## config.mk

```make
export PLATFORM = sky130hd
export DESIGN_NAME = btn_sw_conditioner
export DESIGN_NICKNAME = d
export VERILOG_FILES = /design/src/rtl/btn_sw_conditioner.sv
export SDC_FILE = /design/constraint.sdc
export NUM_CORES = 1
export LEC_CHECK = 0
export CAP_MARGIN = 5
export CORE_AREA = 4 4 190 100
export CTS_CLUSTER_DIAMETER = 60
export DETAILED_ROUTE_END_ITERATION = 8
export DIE_AREA = 0 0 194 104
export GPL_TIMING_DRIVEN = 0
export HOLD_SLACK_MARGIN = 0.08
export PLACE_DENSITY = 0.56
export SETUP_SLACK_MARGIN = 0.3
export SLEW_MARGIN = 10
export SYNTH_ARGS = -nofsm -noshare
export SYNTH_HDL_FRONTEND = slang
export SYNTH_SLANG_ARGS = --single-unit
```

## constraint.sdc

```tcl
create_clock -name clk_125 -period 1.8 [get_ports clk_125]
set_input_delay 0.36 -clock clk_125 [delete_from_list [all_inputs] [get_ports clk_125]]
set_output_delay 0.36 -clock clk_125 [all_outputs]
set_load 0.02 [all_outputs]
```

## src/rtl/btn_sw_conditioner.sv

```systemverilog
// -----------------------------------------------------------------------------
// btn_sw_conditioner
//
// Input conditioning for the mode/LED demo block. The four push-buttons and
// two slide switches arrive as asynchronous board pins. Each pin is brought
// into the clk_125 domain, debounced, and presented as a clean level. Buttons
// also produce a one-cycle press pulse on every accepted rising edge. Those
// pulses are priority-encoded (btn3 > btn2 > btn1 > btn0) into a latched mode
// request, so downstream logic sees exactly one request per physical press.
//
// Parameters
//   DEBOUNCE_CYCLES : number of consecutive synchronised cycles a new level
//                     must hold before it is accepted (>= 1)
//   CNT_W           : debounce counter width, 2**CNT_W > DEBOUNCE_CYCLES
//
// Ports
//   clk_125         in   1  system clock, the only clock
//   rst             in   1  synchronous active-high reset
//   btn_raw         in   4  asynchronous push-button pins
//   sw_raw          in   2  asynchronous slide-switch pins
//   btn_clean       out  4  debounced button levels
//   btn_press       out  4  one-cycle pulse per debounced button rising edge
//   sw_clean        out  2  debounced switch levels
//   mode_req_valid  out  1  one-cycle pulse when a new request is latched
//   mode_req        out  2  last requested mode, held between requests
//
// Latency: a raw level first sampled at edge E is visible on the clean
// outputs after edge E+1+DEBOUNCE_CYCLES. The press pulse shares that cycle,
// and mode_req_valid follows one edge later.
// -----------------------------------------------------------------------------
module btn_sw_conditioner #(
    parameter int DEBOUNCE_CYCLES = 1250000,
    parameter int CNT_W           = 21
) (
    input  logic       clk_125,
    input  logic       rst,
    input  logic [3:0] btn_raw,
    input  logic [1:0] sw_raw,
    output logic [3:0] btn_clean,
    output logic [3:0] btn_press,
    output logic [1:0] sw_clean,
    output logic       mode_req_valid,
    output logic [1:0] mode_req
);

    // Buttons occupy bits [3:0], switches bits [5:4] of the shared datapath.
    localparam int N_IN = 6;

    // Terminal count: the cycle on which the counter sits here while s2
    // still disagrees with the stable level is the acceptance cycle.
    localparam logic [CNT_W-1:0] CNT_MAX = CNT_W'(DEBOUNCE_CYCLES - 1);

    // Priority encoder for the press vector: the highest set index wins.
    // When nothing is set the result is unused, so 0 is a safe filler.
    function automatic logic [1:0] prio_enc(input logic [3:0] p);
        logic [1:0] idx;
        if (p[3]) begin
            idx = 2'd3;
        end else if (p[2]) begin
            idx = 2'd2;
        end else if (p[1]) begin
            idx = 2'd1;
        end else begin
            idx = 2'd0;
        end
        return idx;
    endfunction

    logic [N_IN-1:0]  raw_in;

    logic [N_IN-1:0]  sync_s1_q, sync_s1_d;
    logic [N_IN-1:0]  sync_s2_q, sync_s2_d;
    logic [N_IN-1:0]  stable_q,  stable_d;
    logic [CNT_W-1:0] cnt_q [N_IN];
    logic [CNT_W-1:0] cnt_d [N_IN];
    logic [3:0]       btn_press_q, btn_press_d;
    logic             mode_req_valid_q, mode_req_valid_d;
    logic [1:0]       mode_req_q, mode_req_d;

    assign raw_in = {sw_raw, btn_raw};

    // Two-flop synchroniser chain; only s2 feeds the debouncers.
    always_comb begin
        sync_s1_d = raw_in;
        sync_s2_d = sync_s1_q;
    end

    // Per-bit debounce: count consecutive cycles of disagreement with the
    // accepted level, and accept the new level once the run is long enough.
    // Any cycle of agreement clears the run, which rejects short glitches.
    always_comb begin
        stable_d = stable_q;
        for (int i = 0; i < N_IN; i++) begin
            cnt_d[i] = cnt_q[i];
            if (sync_s2_q[i] == stable_q[i]) begin
                cnt_d[i] = '0;
            end else if (cnt_q[i] >= CNT_MAX) begin
                stable_d[i] = sync_s2_q[i];
                cnt_d[i]    = '0;
            end else begin
                cnt_d[i] = cnt_q[i] + CNT_W'(1'b1);
            end
        end
    end

    // Press pulse is computed from the next stable value, so it is high in
    // exactly the cycle where btn_clean first reads 1 (rising edges only).
    always_comb begin
        btn_press_d = stable_d[3:0] & ~stable_q[3:0];
    end

    // Mode request: latch the highest pressed index one cycle after the
    // press pulse, otherwise hold the previous request.
    always_comb begin
        if (|btn_press_q) begin
            mode_req_valid_d = 1'b1;
            mode_req_d       = prio_enc(btn_press_q);
        end else begin
            mode_req_valid_d = 1'b0;
            mode_req_d       = mode_req_q;
        end
    end

    // State registers; reset overrides everything, including a debounce run.
    always_ff @(posedge clk_125) begin
        if (rst) begin
            sync_s1_q        <= '0;
            sync_s2_q        <= '0;
            stable_q         <= '0;
            btn_press_q      <= '0;
            mode_req_valid_q <= 1'b0;
            mode_req_q       <= '0;
            for (int i = 0; i < N_IN; i++) begin
                cnt_q[i] <= '0;
            end
        end else begin
            sync_s1_q        <= sync_s1_d;
            sync_s2_q        <= sync_s2_d;
            stable_q         <= stable_d;
            btn_press_q      <= btn_press_d;
            mode_req_valid_q <= mode_req_valid_d;
            mode_req_q       <= mode_req_d;
            for (int i = 0; i < N_IN; i++) begin
                cnt_q[i] <= cnt_d[i];
            end
        end
    end

    assign btn_clean      = stable_q[3:0];
    assign sw_clean       = stable_q[5:4];
    assign btn_press      = btn_press_q;
    assign mode_req_valid = mode_req_valid_q;
    assign mode_req       = mode_req_q;

endmodule

```

# After elaboration in Yosys (flattened, before gate mapping)
# Memories as Yosys holds them, arrays and structs flattened.
# Index checks and enable logic that the tools add are counted.
[word_totals]
n_memories = 1
latch_bits = 0
mem_bits_ro = 0
ff_bits = 25
word_cells = 73
mem_bits_rw = 126
in_bits = 8
output_inout_bits = 13
[memory_table]
columns = ["name", "words", "word_bits", "read_ports", "rd_clocked_by_memory_dff", "write_ports", "line_no", "source"]
rows = [
  ["cnt_q", 6, 21, 6, 0, 6, "74", "logic [CNT_W-1:0] cnt_q [N_IN];"],
]
[classes]
n_shift = 0
multipliers = 0
bitwise = 10
div_mod_pow = 0
add_sub_neg = 6
n_eq_ne = 6
n_mux = 33
reduce_logical = 3
n_lt_le_gt_ge = 6
[ops]
columns = ["op", "n"]
rows = [
  ["$mux W21", 18],
  ["$add A21 B1 Y21 const B", 6],
  ["$ge A21 B21 Y1 const B", 6],
  ["$mux W1", 13],
  ["$eq A1 B1 Y1", 6],
  ["$or A1 B1 Y1", 6],
  ["$and A4 B4 Y4", 1],
  ["$mux W2", 2],
  ["$not A4 Y4", 1],
  ["$reduce_and A2 Y1", 2],
  ["$reduce_or A4 Y1", 1],
  ["$not A1 Y1", 2],
]

# Longest topological paths before layout
# Gate-level depths: netlist of the first run.
# An unclocked memory read counts as a cell.
[logic_depth]
ltp_word = 5
ltp_mapped = 7
depth_no_buf = 6

# Worst setup path after synthesis of the first run
# Ideal clock, no wire load.
[synth_path]
kind = "register to register"
start = "memory cnt_q[3][0]"
end = "memory cnt_q[3][11]"
period_less_slack_ns = 1.665
n_path_buf = 1
arrival_ns = 1.537
setup_ns = 0.128
t_required_ns = 1.672
path_stages_with_launch = 8
path_slack_ns = 0.135
cell_sequence = "dfxtp_1 ha_1 a21oi_1 o311ai_0 a32oi_1 nand2_1 clkbuf_1 nor2_1"
[synth_rtl]
columns = ["item", "line_no"]
rows = [
  ["start, declared", "74"],
]

==> results.ini, run 1 <==
[global_route]
antenna_found_initial=0
grt_usage=0.142
grt_overflow=0
grt_pass1_vias=5216
grt_first_pass_wirelength_um=24400
grt_max_degree=17

[flow_run]
maxCapViolCount=0

[critical_path]
crit_slowest_cell=a311o_2
r2r_slack_ps=40
cp-start-kind=flop
cp.required_ps=2150
critical_path.max_fanout=10
crit_type=reg -> reg
crit_arrival_ps=2110
critPathCaptureType=flop
rr_worst_depth=7
crit_end=cnt_q[2][3]
reg2reg_from=cnt_q[2][0]
r2r_end=cnt_q[2][3]
cp-startpoint=cnt_q[2][0]
crit_path_cell_trace=ha_4 > a21o_1 > a31oi_1 > o211ai_1 > a311o_2 > buf_8 > nor2_2
cpPeakStageDelay_ps=400

[yosys]
synth_top_family_by_area=simple AND/OR/NAND/NOR gates
yosysSeqAreaShare=0.444
yosys_warnings=0
synth.area.top_cells=dfxtp_1 (44%), xnor2_1 (8.1%), nor2_1 (6.7%)
synthCells=759
synth_compound_area_frac=0.0538
ys_seq_elements=151
synth_xor_area_frac=0.147
synthMuxAreaShare=0.00735
ys_top_cells_by_count=dfxtp_1 (151), nor2_1 (121), xnor2_1 (63)
synth_edf_count=0
async_flop_share=0
yosysMostFrequentCell=dfxtp_1
synth_flop_cell=dfxtp_1
syn_avg_cell_area_sq_um=8.97
yosysTopAreaCell=dfxtp_1
synth.distinct_cells=59
syn_nets=773
synth-simple-area-share=0.309
synthesis.area_sq_um=6810
yosys.area_share.adder=0.0110
synth_top_area_frac=0.444

[drt]
wire_per_inst_um=13.7
wl_um=15300
vias=5607
drt-initial-drc-count=102
vias_per_cell=4.99
drt_pass1_iterations=4
ant_nets=0
drc=0

[power_and_ir_drop]
clkPwrFrac=0.494
cellInternalPower_uw=5360
switching_share=0.228
power.switching_uw=1580
power_density_nw_per_um2=690
pwr-share-seq=0.481
cellLeakagePower_uw=0.00341
vdd_drop_max_mv=0.674
comb_power_share=0.025

[sta]
hold_viol=0
rsz0062_at_grt=yes
holdWs_ps=437
setup_viol=0
timing.slew.headroom=0.719
setup_slack_ps=42.6
worst_slew_pin_slew_ps=421
period_needed_ps=1760
finalCritPeriodShare=0.976
clock_skew_ps=10.8
report.final.slew_viol_count=0
max_freq_mhz=569

[placement]
port-buffer-count=20
dp_slack_ps=-673
place_area_sq_um=7350
dp_cells=1013
hpwl_um=8750
gp_congestion=0.752

[cells_and_area]
layout-drive-gt1-share=0.450
area_growth_pct=47.6
fin_nets=890
fillCellCount=1440
finalInstanceArea_sq_um=10100
antenna_cells=0
final_cells=1123

[outcome]
status=complete, no violations

[clock_tree]
cts_buffer_depth=2
cts_root_buf=clkbuf_16
clk_pin_slew_worst_paths_ps=60
htreeDepth=4
hold_buffers=0
clock_latency_ps=410
cts_sinks=151
cts_buffers=17
cts_tree=done

[worst_hold_path]
hp-start=sync_s1_q[4]
hp-class=reg -> reg

[die]
ios=21
rows=34
coreArea_sq_um=17200
die_area_sq_um=20200
start_util=0.396
chipHeight_um=104
chipWidth_um=194

-- logic make-up (layout without fill, tap and decap cells) --
group / Yosys count / in the layout
compound gates: 47 / 47
xor+xnor: 114 / 114
fa+ha+maj: 6 / 6
buf+inv: 42 / 172
flops: 151 / 151
mux: 5 / 5
simple gates: 394 / 394
-- worst max-delay path, delay by kind of cell, from the launching register on --
kind,cells,cell delay (ps)
AOI/OAI and AO/OA,4,880
buffers and inverters,1,170
adders and majority gates,1,160
and+or+nand+nor,1,100
DFF,1,370
-- flip-flops by register name (all words and copies together), names as in the netlist --
signal	cells
btn_press	4
cnt_q	126
mode_req	2
mode_req_valid	1
stable_q	6
sync_s1_q	6
sync_s2_q	6
-- power by group through the flow --
stage	registers, uW	clock network [uW]	logic, uW
floorplan	3440	0	54.5
CTS	3350	3510	133
global placement	3440	0	92.2
detailed placement	3440	0	93.2
finish	3340	3430	172
global route	3340	3670	183
-- worst min-delay path by stage --
| stage | end | depth (start not counted) |
|---|---|---|
| floorplan | sync_s2_q[0] | 1 |
| global placement | sync_s2_q[0] | 1 |
| detailed placement | sync_s2_q[4] | 1 |
| CTS | sync_s2_q[4] | 1 |
| global route | cnt_q[0][0] | 1 |
| finish | sync_s2_q[4] | 1 |
-- area by class of cell --
class | instances | area (sq um) | share of cell area
Tap cell | 234 | 293 | 0.0291
Timing Repair Buffer | 98 | 952 | 0.0947
Multi-Input combinational cell | 566 | 4740 | 0.471
Buffer | 24 | 288 | 0.0286
Inverter | 18 | 68.8 | 0.00685
Clock inverter | 13 | 121 | 0.0121
Sequential cell | 151 | 3150 | 0.313
Clock buffer | 19 | 443 | 0.0441
-- repair_timing --
item,CTS,global route
gates cloned,8,2
gates resized for setup,179,243
buffers inserted,43,25
pin swaps,79,58
setup endpoints to repair,152,140
-- cells in the final DEF, fill, tap and decap left out, types with 4 or more instances in the layout --
master	Yosys	final
dfxtp_1	151	91
xnor2_1	63	58
nor2_4	1	57
buf_4	0	56
nor2_1	121	50
nand3_1	51	46
nand2_1	50	44
xor2_1	51	44
dfxtp_2	0	40
nor2_2	19	34
nand4_1	23	23
nor3_2	21	20
dfxtp_4	0	20
nor3_1	33	18
clkbuf_16	0	18
inv_1	17	17
nor3_4	0	16
buf_6	4	15
buf_8	0	14
and3_1	19	14
nor2b_1	12	12
nor4_4	0	7
xor2_2	0	7
and3_4	1	6
clkbuf_2	0	6
and2_1	7	6
ha_4	0	6
clkdlybuf4s50_1	0	6
clkdlybuf4s15_2	0	6
o211ai_1	5	5
xnor2_2	0	5
buf_12	0	5
and4_1	6	5
mux2i_1	5	5
a21oi_1	8	5
clkinvlp_4	0	5
a21o_1	4	4
dlygate4sd2_1	0	4
-- metal layers --
metal	vias to the layer above	track usage	part of all wire
met3	16	0.0401	0.027
met4	0	0.0351	0.012
met2	66	0.239	0.50
li1	2834	-	-
met1	2691	0.182	0.46
met5	-	0	0
-- stage by stage --
stage                     setup TNS, ps   util  total power (uW)
after CTS                             0  0.519              6990
after floorplan                       0      -              3500
after detailed placement         -26570  0.428              3540
after global placement           -23520  0.428              3540
final                                 0  0.585              6940
after global routing              -1010  0.585              7190
Note: power is estimated with default switching activity, not from simulation.
==> run 2, diff against run 1 <==
==> constraint.sdc (replaced) <==
create_clock -name clk_125 -period 1.8 [get_ports clk_125]
set_input_delay 0.27 -clock clk_125 [delete_from_list [all_inputs] [get_ports clk_125]]
set_output_delay 0.27 -clock clk_125 [all_outputs]
set_load 0.02 [all_outputs]
==> run 2 against run 1 <==
Sequential cell count is the same. Design area about the same. Die area is the same. Cell count is 0.98% higher. Worst hold slack got worse by 0.71 ps. First-iteration DRC count up 52%. Utilization about the same. Clock power hardly changed. Fmax decreased by 0.27%. Sequential power barely moved. Largest power group unchanged.
==> results.ini, run 2 (synthesized netlist as in run 1, its figures left out) <==
[outcome]
status=complete, no violations

[die]
chipHeight_um=104  ; unchanged
coreArea_sq_um=17200  ; unchanged
rows=34  ; unchanged
start_util=0.396  ; unchanged
die_area_sq_um=20200  ; unchanged
chipWidth_um=194  ; unchanged
ios=21  ; unchanged

[clock_tree]
cts_buffer_depth=2  ; unchanged
clock_latency_ps=410  ; about the same
htreeDepth=4  ; unchanged
cts_sinks=151  ; unchanged
cts_tree=done
cts_buffers=17  ; unchanged
clk_pin_slew_worst_paths_ps=60  ; about the same
cts_root_buf=clkbuf_16

[critical_path]
crit_arrival_ps=2110  ; about the same
cp-start-kind=flop
critPathCaptureType=flop
cpPeakStageDelay_ps=400  ; about the same
crit_path_cell_trace=ha_4 > a21o_1 > a31oi_1 > o211ai_1 > a311o_2 > buf_8 > nor2_2
critical_path.max_fanout=10  ; unchanged
cp.required_ps=2150  ; about the same
r2r_slack_ps=40  ; about the same
crit_slowest_cell=a311o_2
crit_type=reg -> reg

[sta]
holdWs_ps=436  ; -0.709 ps
worst_slew_pin_slew_ps=421  ; +0.0679 ps
hold_viol=0  ; unchanged
timing.slew.headroom=0.719  ; about the same
period_needed_ps=1760  ; +4.71 ps
rsz0062_at_grt=yes
report.final.slew_viol_count=0  ; unchanged
clock_skew_ps=11.0  ; +0.167 ps
setup_viol=0  ; unchanged
finalCritPeriodShare=0.979  ; +0.00262
max_freq_mhz=568  ; -0.27%

[cells_and_area]
layout-drive-gt1-share=0.441  ; -0.00883
fin_nets=901  ; +1.2%
largest_register_ffs=126  ; unchanged
top_register=cnt_q
layout_common_cells=dfxtp_1 (97), buf_4 (66), xnor2_1 (62)
area_growth_pct=47.5  ; about the same
final_util=0.585  ; about the same
final_common_cell=dfxtp_1
antenna_cells=0  ; unchanged

[drt]
drt_pass1_iterations=4  ; unchanged
drc=0  ; unchanged
wl_um=15400  ; +0.35%
vias_per_cell=4.97  ; -0.39%
wire_per_inst_um=13.6  ; -0.62%
vias=5640  ; +0.59%
drt-initial-drc-count=155  ; +52%
ant_nets=0  ; unchanged

[global_route]
antenna_found_initial=0  ; unchanged
grt_first_pass_wirelength_um=24700  ; +1.1%
grt_max_degree=17  ; unchanged
grt_pass1_vias=5235  ; +0.36%
grt_overflow=0  ; unchanged
grt_usage=0.144  ; +0.00164

[power_and_ir_drop]
switching_share=0.228  ; about the same
power_density_nw_per_um2=690  ; about the same
clkPwrFrac=0.495  ; about the same
comb_power_share=0.024  ; about the same
pwr-share-seq=0.481  ; about the same
vdd_drop_max_mv=0.672  ; -0.25%
power.switching_uw=1580  ; about the same
cellLeakagePower_uw=0.00336  ; -1.2%
cellInternalPower_uw=5350  ; -0.11%

[flow_run]
maxCapViolCount=0  ; unchanged

[placement]
gp_congestion=0.752  ; unchanged
hpwl_um=8750  ; unchanged
port-buffer-count=20  ; unchanged

[worst_hold_path]
hp-class=reg -> reg

==> run 2: cell type report <==
| cell class | instances | area, sq um |
|---|---|---|
| clock inverters | 13 | 121 |
| flip-flops and latches | 151 | 3150 |
| plain buffers | 24 | 270 |
| inverters | 18 | 68.8 |
| clock buffers | 19 | 443 |
| well taps | 234 | 293 |
| multi-input cells | 566 | 4660 |
| repair buffers | 109 | 1040 |
| fillers | 1443 | 7140 |
==> run 2: power groups by stage <==
| stage | Combinational, uW | Sequential (uW) | Clock (uW) |
|---|---|---|---|
| floorplan | 54.5 | 3440 | 0 |
| global placement | 92.2 | 3440 | 0 |
| detailed placement | 93.2 | 3440 | 0 |
| CTS | 138 | 3350 | 3510 |
| global route | 181 | 3330 | 3660 |
| finish | 169 | 3330 | 3430 |
==> run 2: critical path, delay by kind of cell (launching register included) <==
kind	cells	cell delay, ps
AOI/OAI and AO/OA	4	900
DFF	1	370
buffers and inverters	1	170
and+or+nand+nor	1	100
adders and majority gates	1	160
==> run 2: routing by layer <==
metal  track usage  vias up  part of all wire
li1              -     2848                 -
met1         0.187     2734              0.47
met2         0.243       43              0.50
met3        0.0385       15             0.021
met4        0.0301        0            0.0099
met5             0        -                 0
==> run 2: worst paths after layout <==
| path | startpoint | end | cells after the start |
|---|---|---|---|
| setup reg to reg | cnt_q[2][0] | cnt_q[2][3] | 7 |
| setup / recovery | cnt_q[2][0] | cnt_q[2][3] | 7 |
| hold reg to reg | sync_s1_q[4] | sync_s2_q[4] | 1 |
| hold / removal | sync_s1_q[4] | sync_s2_q[4] | 1 |
==> run 2: repair_timing <==
action	in CTS	in global routing
gates resized for setup	171	218
cloned	10	0
setup buffers	46	33
hold buffers	0	0
pin swaps	91	59
endpoints found under the setup margin	152	133
==> run 2: per-stage QoR <==
stage / instance area (sq um) / power, uW / setup TNS, ps / instances / setup WS, ps
final: 10000 / 6930 / 0 / 1134 / 37.9
after global routing: 10000 / 7180 / -1010 / 1134 / -73.0
after CTS: 8980 / 7000 / 0 / 1101 / 46.4
after detailed placement: 7350 / 3540 / -21010 / 1013 / -583
after global placement: 7350 / 3540 / -18700 / 1013 / -525
after floorplan: 6860 / 3500 / 0 / 759 / 238
